$ cat config.mk
export PLATFORM = sky130hd
export DESIGN_NAME = mem_arbiter
export DESIGN_NICKNAME = d
export VERILOG_FILES = /design/src/rtl/mem_arbiter.sv
export SDC_FILE = /design/constraint.sdc
export NUM_CORES = 1
export LEC_CHECK = 0
export CAP_MARGIN = 10
export CORE_MARGIN = 8
export CORE_UTILIZATION = 51
export CTS_CLUSTER_SIZE = 40
export DETAILED_ROUTE_END_ITERATION = 8
export GPL_ROUTABILITY_DRIVEN = 1
export HOLD_SLACK_MARGIN = 0.08
export PLACE_DENSITY = 0.89
export SLEW_MARGIN = 15
export SYNTH_ARGS = -nofsm -noshare
export SYNTH_HDL_FRONTEND = slang
export SYNTH_SLANG_ARGS = --single-unit
$ cat constraint.sdc
create_clock -name clk -period 4.8 [get_ports clk]
set_clock_uncertainty 0.05 [all_clocks]
set_input_delay 0.72 -clock clk [delete_from_list [all_inputs] [get_ports clk]]
set_output_delay 0.72 -clock clk [all_outputs]
set_load 0.005 [all_outputs]
$ cat src/rtl/mem_arbiter.sv
// Byte-serial arbiter for the 8-bit RAM/IO port. Store commit has priority over loads,
// and loads over instruction fetch. Read bytes are reassembled and load results are extended.
module mem_arbiter #(
  parameter int ADDR_WIDTH = 32,
  parameter int DATA_WIDTH = 32
) (
  input  logic                  clk,
  input  logic                  rst,
  input  logic                  rdy,
  input  logic                  rollback,
  input  logic                  io_buffer_full,
  input  logic                  st_req,
  input  logic [ADDR_WIDTH-1:0] st_addr,
  input  logic [1:0]            st_size,
  input  logic [DATA_WIDTH-1:0] st_data,
  output logic                  st_done,
  input  logic                  ld_req,
  input  logic [ADDR_WIDTH-1:0] ld_addr,
  input  logic [1:0]            ld_size,
  input  logic                  ld_signed,
  output logic                  ld_done,
  output logic [DATA_WIDTH-1:0] ld_data,
  input  logic                  if_req,
  input  logic [ADDR_WIDTH-1:0] if_addr,
  output logic                  if_done,
  output logic [DATA_WIDTH-1:0] if_data,
  input  logic [7:0]            mem_din,
  output logic [7:0]            mem_dout,
  output logic [ADDR_WIDTH-1:0] mem_a,
  output logic                  mem_wr
);

  typedef enum logic [1:0] {IDLE, READ, WRITE, DONE} state_t;

  localparam logic [1:0] SRC_ST = 2'd0;
  localparam logic [1:0] SRC_LD = 2'd1;
  localparam logic [1:0] SRC_IF = 2'd2;

  state_t                r_state, w_next;
  logic [1:0]            r_src;
  logic [1:0]            r_size;
  logic                  r_signed;
  logic [2:0]            r_cnt, r_len;
  logic [ADDR_WIDTH-1:0] r_addr;
  logic [DATA_WIDTH-1:0] r_data, r_buf;
  logic [ADDR_WIDTH-1:0] r_mem_a;
  logic [7:0]            r_mem_dout;
  logic                  r_mem_wr, r_st_done, r_ld_done, r_if_done;
  logic [DATA_WIDTH-1:0] r_ld_data, r_if_data;

  logic [ADDR_WIDTH-1:0] w_req_addr;
  logic [1:0]            w_req_size;
  logic [1:0]            w_req_src;
  logic                  w_grant, w_st_stall, w_wr_stall;
  logic [1:0]            w_idx;
  logic [DATA_WIDTH-1:0] w_word;

  function automatic logic [2:0] size_len(input logic [1:0] size);
    case (size)
      2'd0:    size_len = 3'd1;
      2'd1:    size_len = 3'd2;
      default: size_len = 3'd4;
    endcase
  endfunction

  function automatic logic [DATA_WIDTH-1:0] extend_load(input logic [DATA_WIDTH-1:0] word,
                                                        input logic [1:0] size, input logic sgn);
    logic signed [7:0]            v_b;
    logic signed [15:0]           v_h;
    logic signed [DATA_WIDTH-1:0] v_s;
    v_b = word[7:0];
    v_h = word[15:0];
    case (size)
      2'd0: begin
        v_s = DATA_WIDTH'(v_b);
        extend_load = sgn ? v_s : {{(DATA_WIDTH-8){1'b0}}, word[7:0]};
      end
      2'd1: begin
        v_s = DATA_WIDTH'(v_h);
        extend_load = sgn ? v_s : {{(DATA_WIDTH-16){1'b0}}, word[15:0]};
      end
      default: extend_load = word;
    endcase
  endfunction

  always_comb begin
    w_req_addr = if_addr;
    w_req_size = 2'd2;
    w_req_src  = SRC_IF;
    if (st_req) begin
      w_req_addr = st_addr;
      w_req_size = st_size;
      w_req_src  = SRC_ST;
    end else if (ld_req) begin
      w_req_addr = ld_addr;
      w_req_size = ld_size;
      w_req_src  = SRC_LD;
    end
  end

  assign w_grant    = (st_req | ld_req | if_req) & ~rollback;
  assign w_st_stall = (st_addr[17:16] == 2'b11) & io_buffer_full;
  assign w_wr_stall = (r_addr[17:16] == 2'b11) & io_buffer_full;

  // The byte arriving on mem_din belongs to the address driven two edges earlier.
  always_comb begin
    w_idx  = r_cnt[1:0] - 2'd1;
    w_word = r_buf;
    w_word[{w_idx, 3'b000} +: 8] = mem_din;
  end

  always_comb begin
    w_next = r_state;
    case (r_state)
      IDLE:    if (w_grant) w_next = st_req ? WRITE : READ;
      READ:    if (rollback) w_next = IDLE;
               else if (r_cnt == r_len) w_next = DONE;
      WRITE:   if (r_cnt == r_len) w_next = DONE;
      default: w_next = IDLE;
    endcase
  end

  always_ff @(posedge clk) begin
    if (rst)      r_state <= IDLE;
    else if (rdy) r_state <= w_next;
  end

  always_ff @(posedge clk) begin
    if (rdy) begin
      if (r_state == IDLE && w_grant) begin
        r_src    <= w_req_src;
        r_addr   <= w_req_addr;
        r_size   <= w_req_size;
        r_signed <= ld_signed;
        r_data   <= st_data;
        r_buf    <= '0;
      end else if (r_state == READ && r_cnt != 3'd0) begin
        r_buf <= w_word;
      end
    end
  end

  always_ff @(posedge clk) begin
    if (rst) begin
      r_cnt      <= 3'd0;
      r_len      <= 3'd0;
      r_mem_a    <= '0;
      r_mem_dout <= 8'd0;
      r_mem_wr   <= 1'b0;
      r_st_done  <= 1'b0;
      r_ld_done  <= 1'b0;
      r_if_done  <= 1'b0;
      r_ld_data  <= '0;
      r_if_data  <= '0;
    end else if (!rdy) begin
      r_mem_wr <= 1'b0;
    end else begin
      r_st_done <= 1'b0;
      r_ld_done <= 1'b0;
      r_if_done <= 1'b0;
      r_mem_wr  <= 1'b0;
      case (r_state)
        IDLE: if (w_grant) begin
          r_len   <= size_len(w_req_size);
          r_mem_a <= w_req_addr;
          r_cnt   <= 3'd0;
          // r_cnt counts bytes already issued; a stalled first byte is reissued from WRITE.
          if (st_req) begin
            r_mem_dout <= st_data[7:0];
            if (!w_st_stall) begin
              r_cnt    <= 3'd1;
              r_mem_wr <= 1'b1;
            end
          end
        end
        READ: if (!rollback) begin
          r_cnt   <= r_cnt + 3'd1;
          r_mem_a <= r_mem_a + ADDR_WIDTH'(1);
          if (r_cnt == r_len) begin
            if (r_src == SRC_LD) begin
              r_ld_done <= 1'b1;
              r_ld_data <= extend_load(w_word, r_size, r_signed);
            end else begin
              r_if_done <= 1'b1;
              r_if_data <= w_word;
            end
          end
        end
        WRITE: begin
          if (r_cnt == r_len) begin
            r_st_done <= 1'b1;
          end else if (!w_wr_stall) begin
            r_mem_a    <= r_addr + ADDR_WIDTH'(r_cnt);
            r_mem_dout <= r_data[{r_cnt[1:0], 3'b000} +: 8];
            r_mem_wr   <= 1'b1;
            r_cnt      <= r_cnt + 3'd1;
          end
        end
        default: ;
      endcase
    end
  end

  assign st_done  = r_st_done;
  assign ld_done  = r_ld_done;
  assign ld_data  = r_ld_data;
  assign if_done  = r_if_done;
  assign if_data  = r_if_data;
  assign mem_dout = r_mem_dout;
  assign mem_a    = r_mem_a;
  assign mem_wr   = r_mem_wr;

endmodule
==> results.cfg <==
[sta]
setup_viol = 0
clock.fmax_ghz = 0.324
tightest_slew_ns = 0.951
period_share_pct = 64.3
post-route-min-period_ns = 3.09
holdWs_ns = 0.420
slew_violations = 0
tns_ns = 0
rsz0062_at_grt = false
final.setup.worst_slack_ns = 1.71
final_hold_viol_count = 0
relSlewSlack_pct = 36.5

[final_layout]
nets = 1501
drive_gt1_share_pct = 6.35
nFillCells = 1621
synthToLayoutAreaGrowth_pct = 31.1

[global_routing]
grt-ovfl-total = 0
use_met1_pct = 30.1
grt_pass1_wl_um = 53700
use_met2_pct = 42.6
grt_max_degree = 76
grt-busiest-layer = met2
gr-usage-met3_pct = 6.34
grt_antenna_before_repair = 2
grt_pass1_vias = 10000
grt_usage_pct = 24.9

[worst_setup_path]
rr_worst_depth = 9
cp_data_arrival_time_ns = 3.39
max_stage_delay_ns = 0.64
end_kind = flip-flop
cp_cell_sequence = inv_1, ha_1, buf_4, nor3_1, a21oi_1, o211a_1, nand2_1, a221oi_1, nor4_1
reg2reg_slack_ns = 1.71
worst_path_max_delay_cell = o211a_1
crit_type = reg2reg
crit_fanout = 44
required_ns = 5.10
rr_endpoint = mem_a[20]$_SDFFE_PP0P_
start_kind = flip-flop
regToRegStartpoint = r_state[1]$_SDFFE_PP0P_

[synthesis]
async_flop_share_pct = 0
synth_common_cells = nor2_1 (145), dfxtp_1 (116), edfxtp_1 (101)
synthesis.nets = 1287
synth_most_common_cell = nor2_1
ys_types = 69
synthCells = 1124
synth-edff-count = 101
synth.area.top_cells = edfxtp_1 (28%), dfxtp_1 (21%), nor2_1 (4.9%), a211oi_1 (4.5%), mux2i_1 (3.8%)
ys_seq_area_share_pct = 48.7
synth_top_area_share_pct = 27.6
yosysWarnings = 0
syn_area_sq_um = 11000
ys_ff_latch = 217
synth.largest_area_cell = edfxtp_1
ys.flop_type = dfxtp_1
syn_avg_cell_area_sq_um = 9.78

[cts]
clock_latency_ns = 0.50
tritoncts = done
path_clk_slew_ns = 0.06
hold_buffers = 0
cts_root_buffer = clkbuf_16
cts-htree-levels = 1
clock_path_buffers = 3
postCtsSetupBuffers = 0
cts_made_buffers = 22
cts_sinks = 217
cts_resized = 0

[worst_hold_path]
hold_depth = 2
hp-class = reg2reg
hold_start = r_len[2]$_SDFFE_PP0P_
holdPathEnd = r_len[2]$_SDFFE_PP0P_

[run]
drv_cap = 0

[power_and_ir_drop]
ir_worst_vdd_mv = 0.253
power_mw = 4.69
power.density_nw_per_um2 = 325
p_leak_nw = 4.97

[status]
outcome = completed

[floorplanning]
start_util_pct = 52.1
io_pins = 257
core_sq_um = 21100
die_width_um = 163
fp.dieH_um = 163
row_count = 53
die_area_sq_um = 26500

[drt]
totalWireLength_um = 34400
vias = 9910
drcViolationCount = 0
ant_nets = 0
drt_iter0_markers = 819
avgViaCountPerCell = 6.08
wl_per_cell_um = 21.1
drtPass1Iterations = 5

[place]
place_congestion = 0.922
port_buffers = 256
dp_hpwl_um = 24500
pre_cts_slack_ns = 1.36
stage by stage:
step | utilization [%] | instances | area (sq um)
after CTS | 68.3 | 1629 | 14400
after global routing | 68.3 | 1629 | 14400
final | 68.3 | 1630 | 14400
after global placement | 65.0 | 1589 | 13700
after floorplan | - | 1124 | 11000
after detailed placement | 65.0 | 1589 | 13700
worst max path at each step:
stage / end / start / depth (start not counted)
2_1_floorplan: r_addr[0]$_DFFE_PP_ / ld_req / 5
3_3_place_gp: mem_a[25]$_SDFFE_PP0P_ / ld_req / 8
3_5_place_dp: mem_a[20]$_SDFFE_PP0P_ / ld_req / 7
4_1_cts: if_data[0]$_SDFFE_PP0P_ / r_cnt[0]$_SDFFE_PP0P_ / 6
5_1_grt: ld_data[22]$_SDFFE_PP0P_ / r_cnt[0]$_SDFFE_PP0P_ / 8
6_report: mem_a[20]$_SDFFE_PP0P_ / r_state[1]$_SDFFE_PP0P_ / 9
kinds of logic after synthesis:
family,synth area share (%)
XOR/XNOR,3.82
flip-flops,48.7
AND/OR/NAND/NOR,20.2
buffers and inverters,3.53
multiplexers,5.60
AO/OA/AOI/OAI,16.5
adder cells (fa/ha/maj),1.66
final cells by class:
type	instances	area, sq um	share of cell area [%]
tap	275	344	2.39
timing repair buffer	271	2680	18.6
inverter	17	63.8	0.443
clock inverter	8	43.8	0.304
sequential	217	5360	37.2
clock buffer	32	659	4.58
antenna	1	2.50	0.0174
multi-input combinational	809	5270	36.5
critical path, delay by kind of cell (launching register included):
family	cells	cell delay [ns]
compound gates	3	1.19
buf+inv	2	0.57
simple gates	3	0.57
flops	1	0.35
fa+ha+maj	1	0.20
where the power goes:
part / switching [mW] / leakage, nW / internal [mW]
sequential: 0.104 / 1.88 / 2.06
combinational: 0.463 / 2.73 / 0.394
clock: 0.705 / 0.354 / 0.956
sequential cells by signal (all words and copies together), names as in the netlist:
signal / flops
r_signed: 1
r_size: 2
mem_a: 32
r_src: 2
mem_dout: 8
r_cnt: 3
st_done: 1
r_data: 32
r_len: 3
r_buf: 32
r_addr: 32
ld_data: 32
if_data: 32
ld_done: 1
mem_wr: 1
if_done: 1
r_state: 2
cells in the final DEF, fill, tap and decap left out, types with 6 or more instances in the layout:
cell             Yosys  routed
o21a_1              11      11
a221o_1              6       6
buf_4                0      15
a221oi_1            14      14
nand2b_1            27      27
dfxtp_1            116     116
a21oi_1             35      35
edfxtp_1           101     101
nand3b_1             8       8
mux2i_1             42      42
xnor2_1             29      29
nor4_1              12      12
a211oi_1            66      66
a31oi_1             37      37
clkdlybuf4s50_1      0     253
nor2b_1             51      51
ha_1                13      12
inv_1               17      16
o21ai_0             54      54
nor3_1              26      26
nor2_1             145     144
o211ai_1             8       8
and3_1               7       7
xor2_1              19      19
nand4_1             22      22
nand2_1             70      70
nand3_1             30      30
clkbuf_16            0      23
mux4_2               8       8
routing by layer:
metal / share of wire, % / up-vias / wire length, um
met1: 38 / 4631 / 13100
met2: 49 / 611 / 16700
li1: - / 4574 / -
met4: 3.1 / 2 / 1070
met5: 0.035 / - / 12
met3: 10 / 92 / 3520
Note: power is estimated with default switching activity, not from simulation.
